<file path="src/rtl/acc_arb_pkg.sv">
// Shared types and the round-robin pick helper for the accelerator ICB master arbiter.
package acc_arb_pkg;

    localparam int ICB_AW    = 32;
    localparam int ICB_DW    = 32;
    localparam int ICB_MW    = 4;
    localparam int MAX_REQ   = 8;
    localparam int MAX_IDX_W = 3;

    typedef struct packed {
        logic              read;
        logic [ICB_AW-1:0] addr;
        logic [ICB_DW-1:0] wdata;
        logic [ICB_MW-1:0] wmask;
    } icb_cmd_t;

    typedef struct packed {
        logic                 found;
        logic [MAX_IDX_W-1:0] idx;
    } rr_pick_t;

    // First set bit of valid at or after ptr, wrapping at n (n <= MAX_REQ, ptr < n).
    function automatic rr_pick_t rr_pick(input logic [MAX_REQ-1:0]   valid,
                                         input logic [MAX_IDX_W-1:0] ptr,
                                         input int                   n);
        rr_pick_t r;
        int       j;
        r.found = 1'b0;
        r.idx   = '0;
        for (int i = 0; i < MAX_REQ; i++) begin
            j = int'(ptr) + i;
            if (j >= n) j = j - n;
            if (i < n && !r.found && valid[j[MAX_IDX_W-1:0]]) begin
                r.found = 1'b1;
                r.idx   = j[MAX_IDX_W-1:0];
            end
        end
        return r;
    endfunction

endpackage

</file>
<file path="src/rtl/acc_arb_id_fifo.sv">
// Register FIFO holding the requester index of every outstanding ICB command, oldest at head.
module acc_arb_id_fifo #(
    parameter int DEPTH = 4,
    parameter int WIDTH = 2
) (
    input  logic             clk,
    input  logic             rst,
    input  logic             push,
    input  logic [WIDTH-1:0] push_data,
    input  logic             pop,
    output logic             full,
    output logic             empty,
    output logic [WIDTH-1:0] head
);

    localparam int PW = $clog2(DEPTH);

    logic [WIDTH-1:0] mem [DEPTH];
    logic [PW-1:0]    wr_ptr;
    logic [PW-1:0]    rd_ptr;
    logic [PW:0]      count;

    always_ff @(posedge clk) begin
        if (push) mem[wr_ptr] <= push_data;
    end

    // Pointers wrap naturally because DEPTH is a power of two.
    always_ff @(posedge clk) begin
        if (rst) begin
            wr_ptr <= '0;
            rd_ptr <= '0;
            count  <= '0;
        end else begin
            if (push) wr_ptr <= wr_ptr + 1'b1;
            if (pop)  rd_ptr <= rd_ptr + 1'b1;
            case ({push, pop})
                2'b10:   count <= count + 1'b1;
                2'b01:   count <= count - 1'b1;
                default: count <= count;
            endcase
        end
    end

    assign full  = (count == (PW+1)'(DEPTH));
    assign empty = (count == '0);
    assign head  = mem[rd_ptr];

endmodule

</file>
<file path="src/rtl/acc_icb_master_arb.sv">
// Round-robin share of the accelerator ICB master port between NUM_REQ engines, with in-order
// response routing. Define ACC_ICB_ARB_ERR_STICKY_EN to add per-requester sticky error flags.
module acc_icb_master_arb
    import acc_arb_pkg::*;
#(
    parameter int NUM_REQ    = 3,
    parameter int OUTS_DEPTH = 4
) (
    input  logic                    clk,
    input  logic                    rst,
`ifdef ACC_ICB_ARB_ERR_STICKY_EN
    input  logic                    err_clr,
    output logic [NUM_REQ-1:0]      req_err_sticky,
`endif
    input  logic [NUM_REQ-1:0]      req_cmd_valid,
    output logic [NUM_REQ-1:0]      req_cmd_ready,
    input  logic [NUM_REQ-1:0]      req_cmd_read,
    input  logic [NUM_REQ*32-1:0]   req_cmd_addr,
    input  logic [NUM_REQ*32-1:0]   req_cmd_wdata,
    input  logic [NUM_REQ*4-1:0]    req_cmd_wmask,
    output logic [NUM_REQ-1:0]      req_rsp_valid,
    input  logic [NUM_REQ-1:0]      req_rsp_ready,
    output logic [31:0]             req_rsp_rdata,
    output logic                    req_rsp_err,
    output logic                    acc_icb_cmd_valid,
    input  logic                    acc_icb_cmd_ready,
    output logic                    acc_icb_cmd_read,
    output logic [31:0]             acc_icb_cmd_addr,
    output logic [31:0]             acc_icb_cmd_wdata,
    output logic [3:0]              acc_icb_cmd_wmask,
    input  logic                    acc_icb_rsp_valid,
    output logic                    acc_icb_rsp_ready,
    input  logic                    acc_icb_rsp_err,
    input  logic [31:0]             acc_icb_rsp_rdata
);

    localparam int IDX_W = $clog2(NUM_REQ);

    // Handshake: a transfer happens on a rising edge where valid and ready are both 1; a
    // presented command (valid with its fields) must stay unchanged until it is accepted.

    logic               lock_q;
    logic [IDX_W-1:0]   locked_idx_q;
    logic [IDX_W-1:0]   rr_ptr_q;
    logic               spurious_q;
    logic               spurious_unused;

    logic               fifo_full;
    logic               fifo_empty;
    logic [IDX_W-1:0]   head_idx;

    rr_pick_t           pick;
    logic               grant_valid;
    logic [IDX_W-1:0]   grant_idx;
    icb_cmd_t           cmd_arr [NUM_REQ];
    icb_cmd_t           cmd_sel;
    logic               cmd_hs;
    logic               rsp_hs;

    // A locked grant overrides the round-robin search until its command is accepted.
    always_comb begin
        pick        = rr_pick(MAX_REQ'(req_cmd_valid), MAX_IDX_W'(rr_ptr_q), NUM_REQ);
        grant_idx   = lock_q ? locked_idx_q : IDX_W'(pick.idx);
        grant_valid = !rst && !fifo_full && (lock_q || pick.found);
    end

    always_comb begin
        for (int i = 0; i < NUM_REQ; i++) begin
            cmd_arr[i].read  = req_cmd_read[i];
            cmd_arr[i].addr  = req_cmd_addr[ICB_AW*i +: ICB_AW];
            cmd_arr[i].wdata = req_cmd_wdata[ICB_DW*i +: ICB_DW];
            cmd_arr[i].wmask = req_cmd_wmask[ICB_MW*i +: ICB_MW];
        end
        cmd_sel = cmd_arr[grant_idx];
    end

    always_comb begin
        req_cmd_ready = '0;
        for (int i = 0; i < NUM_REQ; i++) begin
            req_cmd_ready[i] = grant_valid && (grant_idx == IDX_W'(i)) && acc_icb_cmd_ready;
        end
    end

    assign acc_icb_cmd_valid = grant_valid;
    assign acc_icb_cmd_read  = cmd_sel.read;
    assign acc_icb_cmd_addr  = cmd_sel.addr;
    assign acc_icb_cmd_wdata = cmd_sel.wdata;
    assign acc_icb_cmd_wmask = cmd_sel.wmask;
    assign cmd_hs            = grant_valid && acc_icb_cmd_ready;

    // With nothing outstanding the response port sinks whatever arrives.
    always_comb begin
        req_rsp_valid     = '0;
        acc_icb_rsp_ready = 1'b1;
        if (!rst && !fifo_empty) begin
            req_rsp_valid[head_idx] = acc_icb_rsp_valid;
            acc_icb_rsp_ready       = req_rsp_ready[head_idx];
        end
        rsp_hs = !rst && !fifo_empty && acc_icb_rsp_valid && acc_icb_rsp_ready;
    end

    assign req_rsp_rdata = acc_icb_rsp_rdata;
    assign req_rsp_err   = acc_icb_rsp_err;

    always_ff @(posedge clk) begin
        if (rst) begin
            lock_q       <= 1'b0;
            locked_idx_q <= '0;
            rr_ptr_q     <= '0;
            spurious_q   <= 1'b0;
        end else begin
            if (cmd_hs) begin
                lock_q   <= 1'b0;
                rr_ptr_q <= (grant_idx == IDX_W'(NUM_REQ-1)) ? '0 : grant_idx + 1'b1;
            end else if (grant_valid) begin
                lock_q       <= 1'b1;
                locked_idx_q <= grant_idx;
            end
            if (acc_icb_rsp_valid && fifo_empty) spurious_q <= 1'b1;
        end
    end

    assign spurious_unused = spurious_q;

    acc_arb_id_fifo #(
        .DEPTH (OUTS_DEPTH),
        .WIDTH (IDX_W)
    ) u_fifo (
        .clk       (clk),
        .rst       (rst),
        .push      (cmd_hs),
        .push_data (grant_idx),
        .pop       (rsp_hs),
        .full      (fifo_full),
        .empty     (fifo_empty),
        .head      (head_idx)
    );

`ifdef ACC_ICB_ARB_ERR_STICKY_EN
    // req_rsp_valid is one-hot on the head requester during a response handshake.
    always_ff @(posedge clk) begin
        if (rst) begin
            req_err_sticky <= '0;
        end else if (err_clr) begin
            req_err_sticky <= '0;
        end else if (rsp_hs && acc_icb_rsp_err) begin
            req_err_sticky <= req_err_sticky | req_rsp_valid;
        end
    end
`endif

endmodule

</file>
<file path="config.mk">
export PLATFORM = sky130hd
export DESIGN_NAME = acc_icb_master_arb
export DESIGN_NICKNAME = d
export VERILOG_FILES = /design/src/rtl/acc_arb_pkg.sv /design/src/rtl/acc_arb_id_fifo.sv /design/src/rtl/acc_icb_master_arb.sv
export SDC_FILE = /design/constraint.sdc
export NUM_CORES = 1
export LEC_CHECK = 0
export ABC_AREA = 1
export ABC_CLOCK_PERIOD_IN_PS = 4400
export CAP_MARGIN = 20
export CORE_AREA = 3 3 140 142
export CTS_CLUSTER_SIZE = 28
export DETAILED_ROUTE_END_ITERATION = 12
export DIE_AREA = 0 0 143 145
export PLACE_DENSITY = 0.54
export SYNTH_ARGS = -nofsm -noshare
export SYNTH_HDL_FRONTEND = slang
export SYNTH_SLANG_ARGS = --single-unit
</file>
<file path="constraint.sdc">
create_clock -name clk -period 4.4 [get_ports clk]
set_clock_uncertainty 0.1 [all_clocks]
set_input_delay 0.44 -clock clk [delete_from_list [all_inputs] [get_ports clk]]
set_output_delay 0.44 -clock clk [all_outputs]
set_load 0.005 [all_outputs]
</file>
==> impl_results.md <==
- Commonest non-fill, non-tap cells in the layout: 293 x clkdlybuf4s50_1, 179 x nand2_1, 156 x nand3_1
- Slowest stage delay, CP: 0.54 ns
- Seq/Total Area, Yosys: 17.7%
- Wire length on met2: between 6 and 7 mm
- Syn Nets: between 700 and 800
- Overflow after GRT: 0
- Area fraction of the dominant cell type after synthesis: 26.5%
- Outcome: complete, no violations
- Critical path type: register to output pin
- WP data arrival: 3.44 ns
- Clock sink total: 22
- CTS buffer count: 3
- Register bit total from synthesis: 22
- Synth top area cells: nand3_1 27%, nand2_1 23%, dfxtp_1 9.5%
- Commonest non-fill, non-tap cell in the layout: clkdlybuf4s50_1
- Total Wirelength: 14.6 mm
- Netlist Area Pre-Place: 0.00294 mm^2
- Synthesized area per cell: 5.66 um^2
- Layout cells sized above 1: around 2.4%
- Startpoint Class: register
- Post-Synthesis Cells: 520
- Initial antenna violation count: 1
- # DRC: 0
- Fin. max-slew vios: 0
- Largest net degree at the start of global routing: 52
- Cell variety after synth: 24
- Met1 WL: 5.96 mm
- Vias: 4210
- Sum Neg Setup Slack: 0 ns
- Die H: 145 um
- Vias in the first global route: roughly 4200
- Initial drt markers: 164
- Fmax: 251 MHz
- WP data required: 3.86 ns
- Register area: 520 um^2
- Crit share post-route: 90.4%
- Pre-antenna DRT Iters: 4
- Worst-Skew Late Latency: approximately 0.25 ns
- Fill count: around 2000
- CTS Hold Bufs: 0
- Met3 wire length: between 1 and 1.5 mm
- Starting density of the core: approximately 16%
- Root Buffer: clkbuf_16
- First-pass GRT wire length: 22.4 mm
- Htree depth: 1
- Global Route Usage Sum: 13.3%
- Final setup fails: 0
- Relative slew slack: 62.5%
- Vias per cell: 4.23
- Crit-path max FO: 51
- CP Cell Sequence: inv_1 -> ha_1 -> ha_1 -> inv_1 -> nand3_1 -> nand3_2 -> inv_1 -> nor2_1 -> o21ai_1 -> nor2_4 -> buf_12 -> nand2_1 -> nand3_1 -> clkdlybuf4s50_1
- Reg clk slew, reported paths: 0.06 ns
- Clk buf depth: 2
- Final GP Congestion: 0.865
- Top Ports: 360
- CTS tree: built
- Core area: 0.0186 mm^2
- DIE AREA: 0.0207 mm^2
- Ys Warns: 0
- Worst path slowest cell: clkdlybuf4s50_1
- P per Cell Area: 399 mW/mm^2
- Actual slew at the worst max-slew pin: 0.562 ns
- Synth-to-Final Area Change: 102%
- Average wire per standard cell: 14.7 um
- IO buf count: 293
- Post-CTS Setup Inserts: 0
- Max Cap Violations: 0
- Cell taking the most area after synthesis: nand3_1
- Most common cell on crit path: inv_1
- Fin nets: between 1000 and 1500
- Hold WC Path Type: register to register
- Die X: 143 um
- Pleak: approximately 2.5 nW
- Unrepaired setup endpoints after global routing: no
- Routed Antenna Nets: 0
- Max VDD drop: approximately 0.2 mV
- Post_cts resized: 0
- Crit path capture type: output pin
- Fin. Hold Viols: 0
- Minimum clock period: 3.98 ns
- Multi-input gate area: 0.00188 mm^2
- Core Rows: 50
- HPWL Detailed: 11.8 mm
- Top layer in use: met4
- Hold Slack: 0.356 ns
==> power breakdown <==
group          switching (mW)  total [mW]  internal (mW)
logic                   0.884        1.88          0.999
registers              0.0105       0.245          0.234
clock network          0.0677       0.248          0.180
total                   0.962        2.38           1.41
==> worst paths after layout <==
kind / from / end / slack (ns) / depth (start not counted)
hold reg to reg: u_fifo.rd_ptr[1] / register / 0.36 / 2
setup reg to reg: rr_ptr_q[1] / u_fifo.count[2] / 1.32 / 18
hold / removal: u_fifo.rd_ptr[1] / register / 0.36 / 2
setup / recovery: rr_ptr_q[0] / acc_icb_cmd_wdata[31] / 0.42 / 14
==> cells by family after synthesis <==
logic type,after synthesis,synth area share [%]
and+or+nand+nor,364,54.8
DFF,22,17.7
buffers and inverters,100,18.8
adders and majority gates,10,4.51
AOI/OAI and AO/OA,24,4.25
==> synth_stat cells <==
| cell type | instances |
|---|---|
| nor2_8 | 1 |
| nand3_1 | 156 |
| nor3_1 | 4 |
| a21oi_1 | 12 |
| buf_2 | 19 |
| nor2_4 | 2 |
| o21ai_1 | 1 |
| nand4_1 | 2 |
| nor2_1 | 17 |
| buf_4 | 35 |
| a211oi_1 | 1 |
| nor2_2 | 1 |
| inv_2 | 1 |
| buf_6 | 3 |
| inv_1 | 35 |
| edfxtp_1 | 8 |
| nand3_2 | 1 |
| a31oi_1 | 2 |
| clkbuf_1 | 7 |
| nand2_1 | 180 |
| o21ai_0 | 8 |
| ha_1 | 9 |
| dfxtp_1 | 14 |
| fa_1 | 1 |
==> sequential cells by signal, indices dropped and copies added (netlist names), named ones only <==
name	flops
rr_ptr_q	2
u_fifo.wr_ptr	2
lock_q	1
u_fifo.mem	8
u_fifo.count	3
u_fifo.rd_ptr	2
locked_idx_q	2
==> worst max-delay path, delay by kind of cell, from the launching register on <==
family	cells	cell delay, ns
fa+ha+maj	2	0.51
simple gates	6	1.04
buf+inv	5	1.01
compound gates	1	0.19
flops	1	0.39
==> layer usage <==
layer	up-vias	GRT usage, %
li1	2150	-
met5	-	0
met2	199	22.5
met4	0	2.57
met3	20	5.14
met1	1841	16.0
==> stage by stage <==
step | setup slack [ns] | utilization, % | cell area [um^2] | power, mW | cells
2_1_floorplan | 1.58 | - | 2940 | 1.10 | 520
3_3_place_gp | 0.557 | 31.4 | 5840 | 2.18 | 990
3_5_place_dp | 0.554 | 31.4 | 5840 | 2.17 | 990
4_1_cts | 0.362 | 32.0 | 5950 | 2.44 | 994
5_1_grt | 0.0913 | 32.0 | 5950 | 2.59 | 995
6_report | 0.423 | 32.0 | 5950 | 2.38 | 995
==> cell type report <==
| class | count | area share (%) |
|---|---|---|
| sequential | 22 | 8.75 |
| antenna | 1 | 0.0421 |
| clock buffer | 3 | 1.26 |
| clock inverter | 1 | 0.505 |
| inverter | 36 | 2.27 |
| tap | 234 | 4.92 |
| multi-input combinational | 398 | 31.6 |
| timing repair buffer | 300 | 50.6 |
(Power assumes the default switching activity.)
